`config.mk`:
```
export PLATFORM = sky130hd
export DESIGN_NAME = lsu_mem_master
export DESIGN_NICKNAME = d
export VERILOG_FILES = /design/src/rtl/lsu_pkg.sv /design/src/rtl/lsu_byte_lane.sv /design/src/rtl/lsu_mem_master.sv
export SDC_FILE = /design/constraint.sdc
export NUM_CORES = 1
export LEC_CHECK = 0
export BUFFER_PORTS_ARGS = -buffer_cell sky130_fd_sc_hd__buf_2
export CAP_MARGIN = 20
export CORE_ASPECT_RATIO = 0.5
export CORE_MARGIN = 2
export CORE_UTILIZATION = 46
export DETAILED_ROUTE_END_ITERATION = 12
export PLACE_DENSITY_LB_ADDON = 0.1
export SYNTH_ARGS = -nofsm -noshare
export SYNTH_HDL_FRONTEND = slang
export SYNTH_HIERARCHICAL = 1
export SYNTH_SLANG_ARGS = --single-unit
```
`constraint.sdc`:
```
create_clock -name clk -period 2 [get_ports clk]
set_input_delay 0.1 -clock clk [delete_from_list [all_inputs] [get_ports clk]]
set_output_delay 0.1 -clock clk [all_outputs]
set_load 0.01 [all_outputs]
```
`src/rtl/lsu_pkg.sv`:
```
// Shared definitions for the load/store unit: funct3 encodings, FSM state
// encoding and the request legality rule.
package lsu_pkg;

  localparam logic [2:0] F3_B  = 3'b000;
  localparam logic [2:0] F3_H  = 3'b001;
  localparam logic [2:0] F3_W  = 3'b010;
  localparam logic [2:0] F3_BU = 3'b100;
  localparam logic [2:0] F3_HU = 3'b101;

  typedef enum logic [2:0] {
    ST_IDLE   = 3'd0,
    ST_LOAD   = 3'd1,
    ST_RMW_RD = 3'd2,
    ST_WRITE  = 3'd3,
    ST_RESP   = 3'd4
  } lsu_state_e;

  // Stores have no unsigned variants, so bu/hu are legal only for loads.
  function automatic logic lsu_legal(input logic       we,
                                     input logic [2:0] funct3,
                                     input logic [1:0] addr_lo);
    logic ok;
    ok = 1'b0;
    case (funct3)
      F3_B:    ok = 1'b1;
      F3_BU:   ok = !we;
      F3_H:    ok = !addr_lo[0];
      F3_HU:   ok = !we && !addr_lo[0];
      F3_W:    ok = (addr_lo == 2'b00);
      default: ok = 1'b0;
    endcase
    return ok;
  endfunction

endpackage

```
`src/rtl/lsu_byte_lane.sv`:
```
// Combinational lane steering: extracts and extends sub-word load data, and
// merges sub-word store data into the word read back from RAM.
module lsu_byte_lane
  import lsu_pkg::*;
(
  input  logic [2:0]  funct3,
  input  logic [1:0]  addr_lo,
  input  logic [31:0] rdata,
  input  logic [31:0] wdata,
  output logic [31:0] load_data,
  output logic [31:0] store_data
);

  logic [7:0]  byte_sel;
  logic [15:0] half_sel;

  always_comb begin
    byte_sel = rdata[7:0];
    case (addr_lo)
      2'd0:    byte_sel = rdata[7:0];
      2'd1:    byte_sel = rdata[15:8];
      2'd2:    byte_sel = rdata[23:16];
      default: byte_sel = rdata[31:24];
    endcase
  end

  assign half_sel = addr_lo[1] ? rdata[31:16] : rdata[15:0];

  always_comb begin
    load_data = rdata;
    case (funct3)
      F3_B:    load_data = {{24{byte_sel[7]}}, byte_sel};
      F3_BU:   load_data = {24'd0, byte_sel};
      F3_H:    load_data = {{16{half_sel[15]}}, half_sel};
      F3_HU:   load_data = {16'd0, half_sel};
      default: load_data = rdata;
    endcase
  end

  // Each byte lane picks new data only when the addressed byte/half covers it.
  genvar gi;
  generate
    for (gi = 0; gi < 4; gi++) begin : g_lane
      localparam logic [1:0] LANE = gi;
      logic byte_hit;
      logic half_hit;
      assign byte_hit = (funct3 == F3_B) && (addr_lo == LANE);
      assign half_hit = (funct3 == F3_H) && (addr_lo[1] == LANE[1]);
      assign store_data[gi*8 +: 8] =
          byte_hit          ? wdata[7:0] :
          half_hit          ? (LANE[0] ? wdata[15:8] : wdata[7:0]) :
          (funct3 == F3_W)  ? wdata[gi*8 +: 8] :
                              rdata[gi*8 +: 8];
    end
  endgenerate

endmodule

```
`src/rtl/lsu_mem_master.sv`:
```
// RV32 load/store initiator for a word-only, combinational-read RAM; sub-word
// stores are done as read-modify-write.
module lsu_mem_master
  import lsu_pkg::*;
#(
  parameter int ADDR_W = 32,
  parameter int DATA_W = 32
) (
  input  logic              clk,
  input  logic              rst,
  input  logic              req_valid,
  output logic              req_ready,
  input  logic              req_we,
  input  logic [2:0]        req_funct3,
  input  logic [ADDR_W-1:0] req_addr,
  input  logic [DATA_W-1:0] req_wdata,
  output logic              resp_valid,
  output logic [DATA_W-1:0] resp_rdata,
  output logic              resp_err,
  output logic [ADDR_W-1:0] mem_addr,
  output logic              mem_read,
  output logic              mem_write,
  output logic [DATA_W-1:0] mem_wdata,
  input  logic [DATA_W-1:0] mem_rdata
);

  lsu_state_e        state_reg;
  lsu_state_e        state_next;
  logic [2:0]        funct3_reg;
  logic [ADDR_W-1:0] addr_reg;
  logic [DATA_W-1:0] wbuf_reg;
  logic [DATA_W-1:0] resp_rdata_reg;
  logic              resp_err_reg;
  logic              req_legal;
  logic [31:0]       load_data;
  logic [31:0]       store_data;

  assign req_legal = lsu_legal(req_we, req_funct3, req_addr[1:0]);

  lsu_byte_lane u_lane (
    .funct3     (funct3_reg),
    .addr_lo    (addr_reg[1:0]),
    .rdata      (mem_rdata),
    .wdata      (wbuf_reg),
    .load_data  (load_data),
    .store_data (store_data)
  );

  always_ff @(posedge clk) begin
    if (rst) begin
      state_reg <= ST_IDLE;
    end else begin
      state_reg <= state_next;
    end
  end

  always_comb begin
    state_next = state_reg;
    case (state_reg)
      ST_IDLE: begin
        if (req_valid) begin
          if (!req_legal)             state_next = ST_RESP;
          else if (!req_we)           state_next = ST_LOAD;
          else if (req_funct3 == F3_W) state_next = ST_WRITE;
          else                        state_next = ST_RMW_RD;
        end
      end
      ST_LOAD:   state_next = ST_RESP;
      ST_RMW_RD: state_next = ST_WRITE;
      ST_WRITE:  state_next = ST_RESP;
      ST_RESP:   state_next = ST_IDLE;
      default:   state_next = ST_IDLE;
    endcase
  end

  // wbuf holds raw store data until the RMW read replaces it with the merged word.
  always_ff @(posedge clk) begin
    if (rst) begin
      funct3_reg     <= '0;
      addr_reg       <= '0;
      wbuf_reg       <= '0;
      resp_rdata_reg <= '0;
      resp_err_reg   <= 1'b0;
    end else begin
      case (state_reg)
        ST_IDLE: begin
          if (req_valid) begin
            funct3_reg     <= req_funct3;
            addr_reg       <= req_addr;
            wbuf_reg       <= req_wdata;
            resp_rdata_reg <= '0;
            resp_err_reg   <= !req_legal;
          end
        end
        ST_LOAD:   resp_rdata_reg <= load_data;
        ST_RMW_RD: wbuf_reg       <= store_data;
        default: ;
      endcase
    end
  end

  always_comb begin
    req_ready  = 1'b0;
    resp_valid = 1'b0;
    mem_read   = 1'b0;
    mem_write  = 1'b0;
    mem_addr   = '0;
    mem_wdata  = '0;
    case (state_reg)
      ST_IDLE: req_ready = 1'b1;
      ST_LOAD, ST_RMW_RD: begin
        mem_read = 1'b1;
        mem_addr = {addr_reg[ADDR_W-1:2], 2'b00};
      end
      ST_WRITE: begin
        mem_write = !rst;
        mem_addr  = {addr_reg[ADDR_W-1:2], 2'b00};
        mem_wdata = wbuf_reg;
      end
      ST_RESP: resp_valid = 1'b1;
      default: ;
    endcase
  end

  assign resp_rdata = resp_rdata_reg;
  assign resp_err   = resp_err_reg;

endmodule

```
======== Word level (Yosys, flattened, before mapping) ========
Cells that the tools add are included.
storage, ports and cells
  register bits ........................... 103
  input bits .............................. 103
  word-level logic and storage cells ...... 91
operators by class
  multiplexer cells ....................... 31
  reduce and logical (&&, ||, !) cells .... 27
  bitwise operators ....................... 1
  equality and inequality tests ........... 23
operators by type and width
  cell                  count
  $mux W32              4
  $pmux W32 S2          2
  $pmux W32 S4          1
  $mux W8               12
  $pmux W8 S3           1
  $mux W16              1
  $eq A3 B3 Y1 const B  5
  $eq A3 B2 Y1 const B  4
  $eq A3 B1 Y1 const B  3
  $logic_not A3 Y1      3
  $pmux W3 S3           1
  $ne A2 B2 Y1 const B  4
  $ne A4 B2 Y1 const B  2
  $logic_and A1 B1 Y1   7
  $mux W3               2
  $reduce_and A3 Y1     2
  $mux W1               5
  $pmux W1 S5           1
  $reduce_and A5 Y1     1
  $eq A2 B2 Y1 const B  2
  $logic_not A1 Y1      4
  $logic_not A2 Y1      2
  $reduce_and A2 Y1     2
  $reduce_and A4 Y1     1
  8 further kinds       10

======== Logic depth before layout (Yosys ltp) ========
  depth in word-level cells ............... 6
  depth in mapped cells ................... 9
  depth with buffers taken out ............ 6

======== Modules after synthesis ========
The synthesis kept the hierarchy.
by module, submodules not included
  module          area each (sq um)  instances  cells each
  lsu_mem_master  4,443.0            1          552
  lsu_byte_lane   1,555.2            1          235

======== Worst setup path after synthesis ========
OpenSTA, ideal clock, no wires.
  kind .................................... register to register
  from .................................... register addr_reg[0]
  to ...................................... register wbuf_reg[0]
  arrival ................................. 1.737 ns
  setup slack ............................. 0.131 ns
  stages on the path, launching flop included .. 8
  setup time .............................. 0.132 ns
  required time ........................... 1.868 ns
  clock period less this slack ............ 1.869 ns
  cell sequence ........................... dfxtp_1 -> buf_6 -> nor2b_4 -> or3_4 -> a21oi_4 -> mux2_2 -> a22oi_1 -> a21oi_1
on the way
  word-level cells in the longest chain between the ends .. 4
RTL lines
  item                                RTL line              source
  from (decl)                         lsu_mem_master.sv:30  logic [ADDR_W-1:0] addr_reg;
  from (signal assigned)              lsu_mem_master.sv:89  addr_reg <= req_addr;
  $logic_not A2 Y1                    lsu_byte_lane.sv:47   assign byte_hit = (funct3 == F3_B) && (addr_lo == LANE);
  $logic_and A1 B1 Y1                 lsu_byte_lane.sv:47
  $ne A2 B2 Y1 (no source line)       --
  $reduce_and A5 Y1 (no source line)  --
  to (signal assigned)                lsu_mem_master.sv:90  wbuf_reg <= req_wdata;
  to (signal assigned)                lsu_mem_master.sv:96  ST_RMW_RD: wbuf_reg <= store_data;
  to (decl)                           lsu_mem_master.sv:31  logic [DATA_W-1:0] wbuf_reg;
Every way passes these cells.
A chain may end at the register's enable or synchronous reset.

======== Worst setup path after layout ========
  from .................................... register funct3_reg[0]
  to ...................................... register wbuf_reg[30]
on the way
  word-level cells in the longest chain between the ends .. 5
RTL lines
  item                      RTL line              source
  from (decl)               lsu_mem_master.sv:29  logic [2:0] funct3_reg;
  from (signal assigned)    lsu_mem_master.sv:88  funct3_reg <= req_funct3;
  $eq A3 B1 Y1              lsu_byte_lane.sv:48   assign half_hit = (funct3 == F3_H) && (addr_lo[1] == LANE[1]);
  $logic_and A1 B1 Y1       lsu_byte_lane.sv:48
  $mux W8                   lsu_byte_lane.sv:51   half_hit ? (LANE[0] ? wdata[15:8] : wdata[7:0]) :
  $mux W8 *                 lsu_byte_lane.sv:50   byte_hit ? wdata[7:0] :
  named net store_data[30]  lsu_mem_master.sv:36  logic [31:0] store_data;
  $pmux W32 S2 *            lsu_mem_master.sv:85  case (state_reg)
Mark *: on every way through the listed nets, which the timed path passes. The rest lies on a longest branch.

==> flow_summary.json <==
{
  "maxCapViolCount": 0,
  "syn_to_final_growth_pct": 29.56,
  "grt_max_degree": 101,
  "clk_pin_slew_worst_paths_ns": 0.07,
  "die_height_um": 84.75,
  "grt_pass1_wl_mm": 31.93,
  "rsz0062_at_grt": "no",
  "powerDensity_mw_per_mm2": 674.3,
  "post_drt_wl_per_cell_um": 17.88,
  "synth_top_area_frac": 0.3438,
  "synthArstFlopShare": 0,
  "max_freq_mhz": 519.9,
  "antenna_cells": 0,
  "wl_mm": 20.96,
  "worst_ep_arrival_time_ns": 2.14,
  "place.gp.congestion": 0.9145,
  "route.detailed.drc": 0,
  "seq_area_frac_synth": 0.3438,
  "crit_required_ns": 2.22,
  "synth_edf_count": 0,
  "power.total_w": 0.005240,
  "drt_iter0_markers": 602,
  "min_to": "wbuf_reg[11]$_SDFFE_PP0P_",
  "period_share": 0.9617,
  "yosys.area.top_type": "dfxtp_1",
  "overflow": 0,
  "antenna_found_initial": 0,
  "cts-buffers-inserted": 9,
  "mappedNetlistArea_mm2": 0.005998,
  "port_buffers": 201,
  "nFillCells": 1186,
  "drive_gt1_frac": 0.2944,
  "dp.final_hpwl_mm": 14.04,
  "worstReg2RegEnd": "wbuf_reg[30]$_SDFFE_PP0P_",
  "ir_worst_vdd_mv": 0.3934,
  "finalCriticalPeriod_ns": 1.923,
  "synth_ff_type": "dfxtp_1",
  "holdPathStages": 3,
  "clock_path_buffers": 2,
  "rows": 29,
  "clockRootBuffer": "clkbuf_16",
  "fin_nets": 1100,
  "grtUsageTotal": 0.2920,
  "drt_pre_antenna_iters": 5,
  "setup_viol": 0,
  "detail-route-antenna-nets": 0,
  "startpoint_type": "flip-flop",
  "worstSetupPathType": "flip-flop to flip-flop",
  "syn_inst": 787,
  "start_util": 0.4723,
  "leakage_nw": 3.511,
  "worstHoldPathType": "input port to flip-flop",
  "hold_viol_final": 0,
  "io-pin-count": 204,
  "vias": 6713,
  "htree_levels": 3,
  "core-area_mm2": 0.01270,
  "clk_latency_ns": 0.35,
  "cts_tree": "built",
  "finalClockSkew_ns": 0.008947,
  "min-delay-start": "req_wdata[11]",
  "critPathMaxFanout": 8,
  "dieArea_mm2": 0.01402,
  "outcome": "finished clean",
  "ys_types": 48,
  "grt_pass1_vias": 6071,
  "avgSynthCellArea_um2": 7.622,
  "reg2reg_from": "funct3_reg[0]$_SDFFE_PP0P_",
  "clock_sinks": 103,
  "synth_common_cells": "nand2_1, a21oi_1, dfxtp_1",
  "die_w_um": 165.5,
  "synth_area_leaders": "dfxtp_1, a21oi_1, nand2_1, and2_1, nand3_1",
  "vias_per_cell": 5.728,
  "end_kind": "flip-flop",
  "r2r_cells": 9,
  "synth.most_common_cell": "nand2_1",
  "synth_warnings": 6,
  "rrSetupSlack_ns": 0.08,
  "slew_viol_final": 0,
  "final.setup.tns_ns": 0,
  "ys_ff_latch": 103
}
## through the flow
step,std cells,setup slack (ns),area (µm²),hold slack (ns),utilization
global placement,1119,0.1252,7111,0.3387,0.5599
detailed placement,1119,0.05558,7111,0.3467,0.5599
CTS,1165,0.04785,7695,0.01551,0.6059
floorplan,788,0.1311,6002,0.2360,-
finish,1172,0.07663,7771,0.02454,0.6119
global route,1172,0.001606,7771,0.02473,0.6119
## layer usage
metal	global-route usage	routed length, µm	up-vias
met5	0	0	-
met4	0.06740	327	0
met3	0.08646	2041	33
met2	0.4632	9410	331
met1	0.3928	9176	3176
li1	-	-	3173
## worst max-delay path: stages (launching register included)
cell	delay (ns)
dfxtp_2	0.38
buf_4	0.14
buf_4	0.13
nand3b_1	0.26
buf_4	0.24
a21oi_1	0.14
a2bb2oi_1	0.16
a21oi_1	0.08
a22oi_1	0.17
a21oi_1	0.08
## power breakdown
part / leakage [nW] / internal [W] / total [W] / switching [W]
combinational: 2.53 / 0.000555 / 0.00123 / 0.000677
sequential: 0.843 / 0.00216 / 0.00228 / 0.000115
clock: 0.139 / 0.000887 / 0.00173 / 0.000841
total: 3.51 / 0.00361 / 0.00524 / 0.00163
## cells by family after synthesis
kind of cell / after synthesis / share of synthesized area
other cells: 1 / 0.0006252
simple gates: 350 / 0.2868
buf+inv: 86 / 0.08052
mux: 25 / 0.06008
flops: 103 / 0.3438
compound gates: 222 / 0.2282
## timing repair
action,CTS,global route
setup buffers,0,7
hold buffers,30,0
hold endpoints to repair,30,0
resized for setup,1,5
endpoints found under the setup margin,1,35
pin swaps,0,2
## layout make-up
| class | count | area [µm²] | share of cell area |
|---|---|---|---|
| clock buffer | 10 | 239.0 | 0.03075 |
| clock inverter | 6 | 43.79 | 0.005635 |
| inverter | 12 | 48.80 | 0.006279 |
| multi-input combinational | 599 | 3477 | 0.4474 |
| sequential | 103 | 2067 | 0.2660 |
| tap | 170 | 212.7 | 0.02737 |
| timing repair buffer | 272 | 1683 | 0.2166 |
## cell usage in the layout (no fill, tap or decap), types with 2 or more instances in the layout
cell type / n
buf_2: 200
nand2_1: 144
a21oi_1: 134
dfxtp_1: 99
nand3_1: 65
and2_1: 63
nor2_1: 49
buf_4: 36
a22oi_1: 32
dlygate4sd3_1: 30
inv_1: 11
o21ai_0: 9
a311oi_1: 9
a221o_1: 9
clkbuf_16: 9
mux2i_1: 9
mux4_2: 8
a22o_1: 8
o22ai_1: 8
a2bb2oi_1: 8
mux2_2: 7
buf_12: 5
nor3b_2: 4
dfxtp_2: 4
or3b_2: 3
nor3_1: 2
nor2b_1: 2
nor3b_4: 2
conb_1: 2
clkinv_2: 2
inv_6: 2
clkinvlp_4: 2
nand4b_1: 2
a21oi_4: 2
## how the worst max path moves through the flow
stage	from	slack (ns)	to
floorplan	addr_reg[0]$_SDFFE_PP0P_	0.13	wbuf_reg[0]$_SDFFE_PP0P_
global placement	addr_reg[1]$_SDFFE_PP0P_	0.13	resp_rdata[29]$_SDFFE_PP0P_
detailed placement	addr_reg[1]$_SDFFE_PP0P_	0.06	resp_rdata[18]$_SDFFE_PP0P_
CTS	addr_reg[1]$_SDFFE_PP0P_	0.05	resp_rdata[18]$_SDFFE_PP0P_
global route	funct3_reg[0]$_SDFFE_PP0P_	0.002	wbuf_reg[29]$_SDFFE_PP0P_
finish	funct3_reg[0]$_SDFFE_PP0P_	0.08	wbuf_reg[30]$_SDFFE_PP0P_
Note: power is estimated with default switching activity, not from simulation.
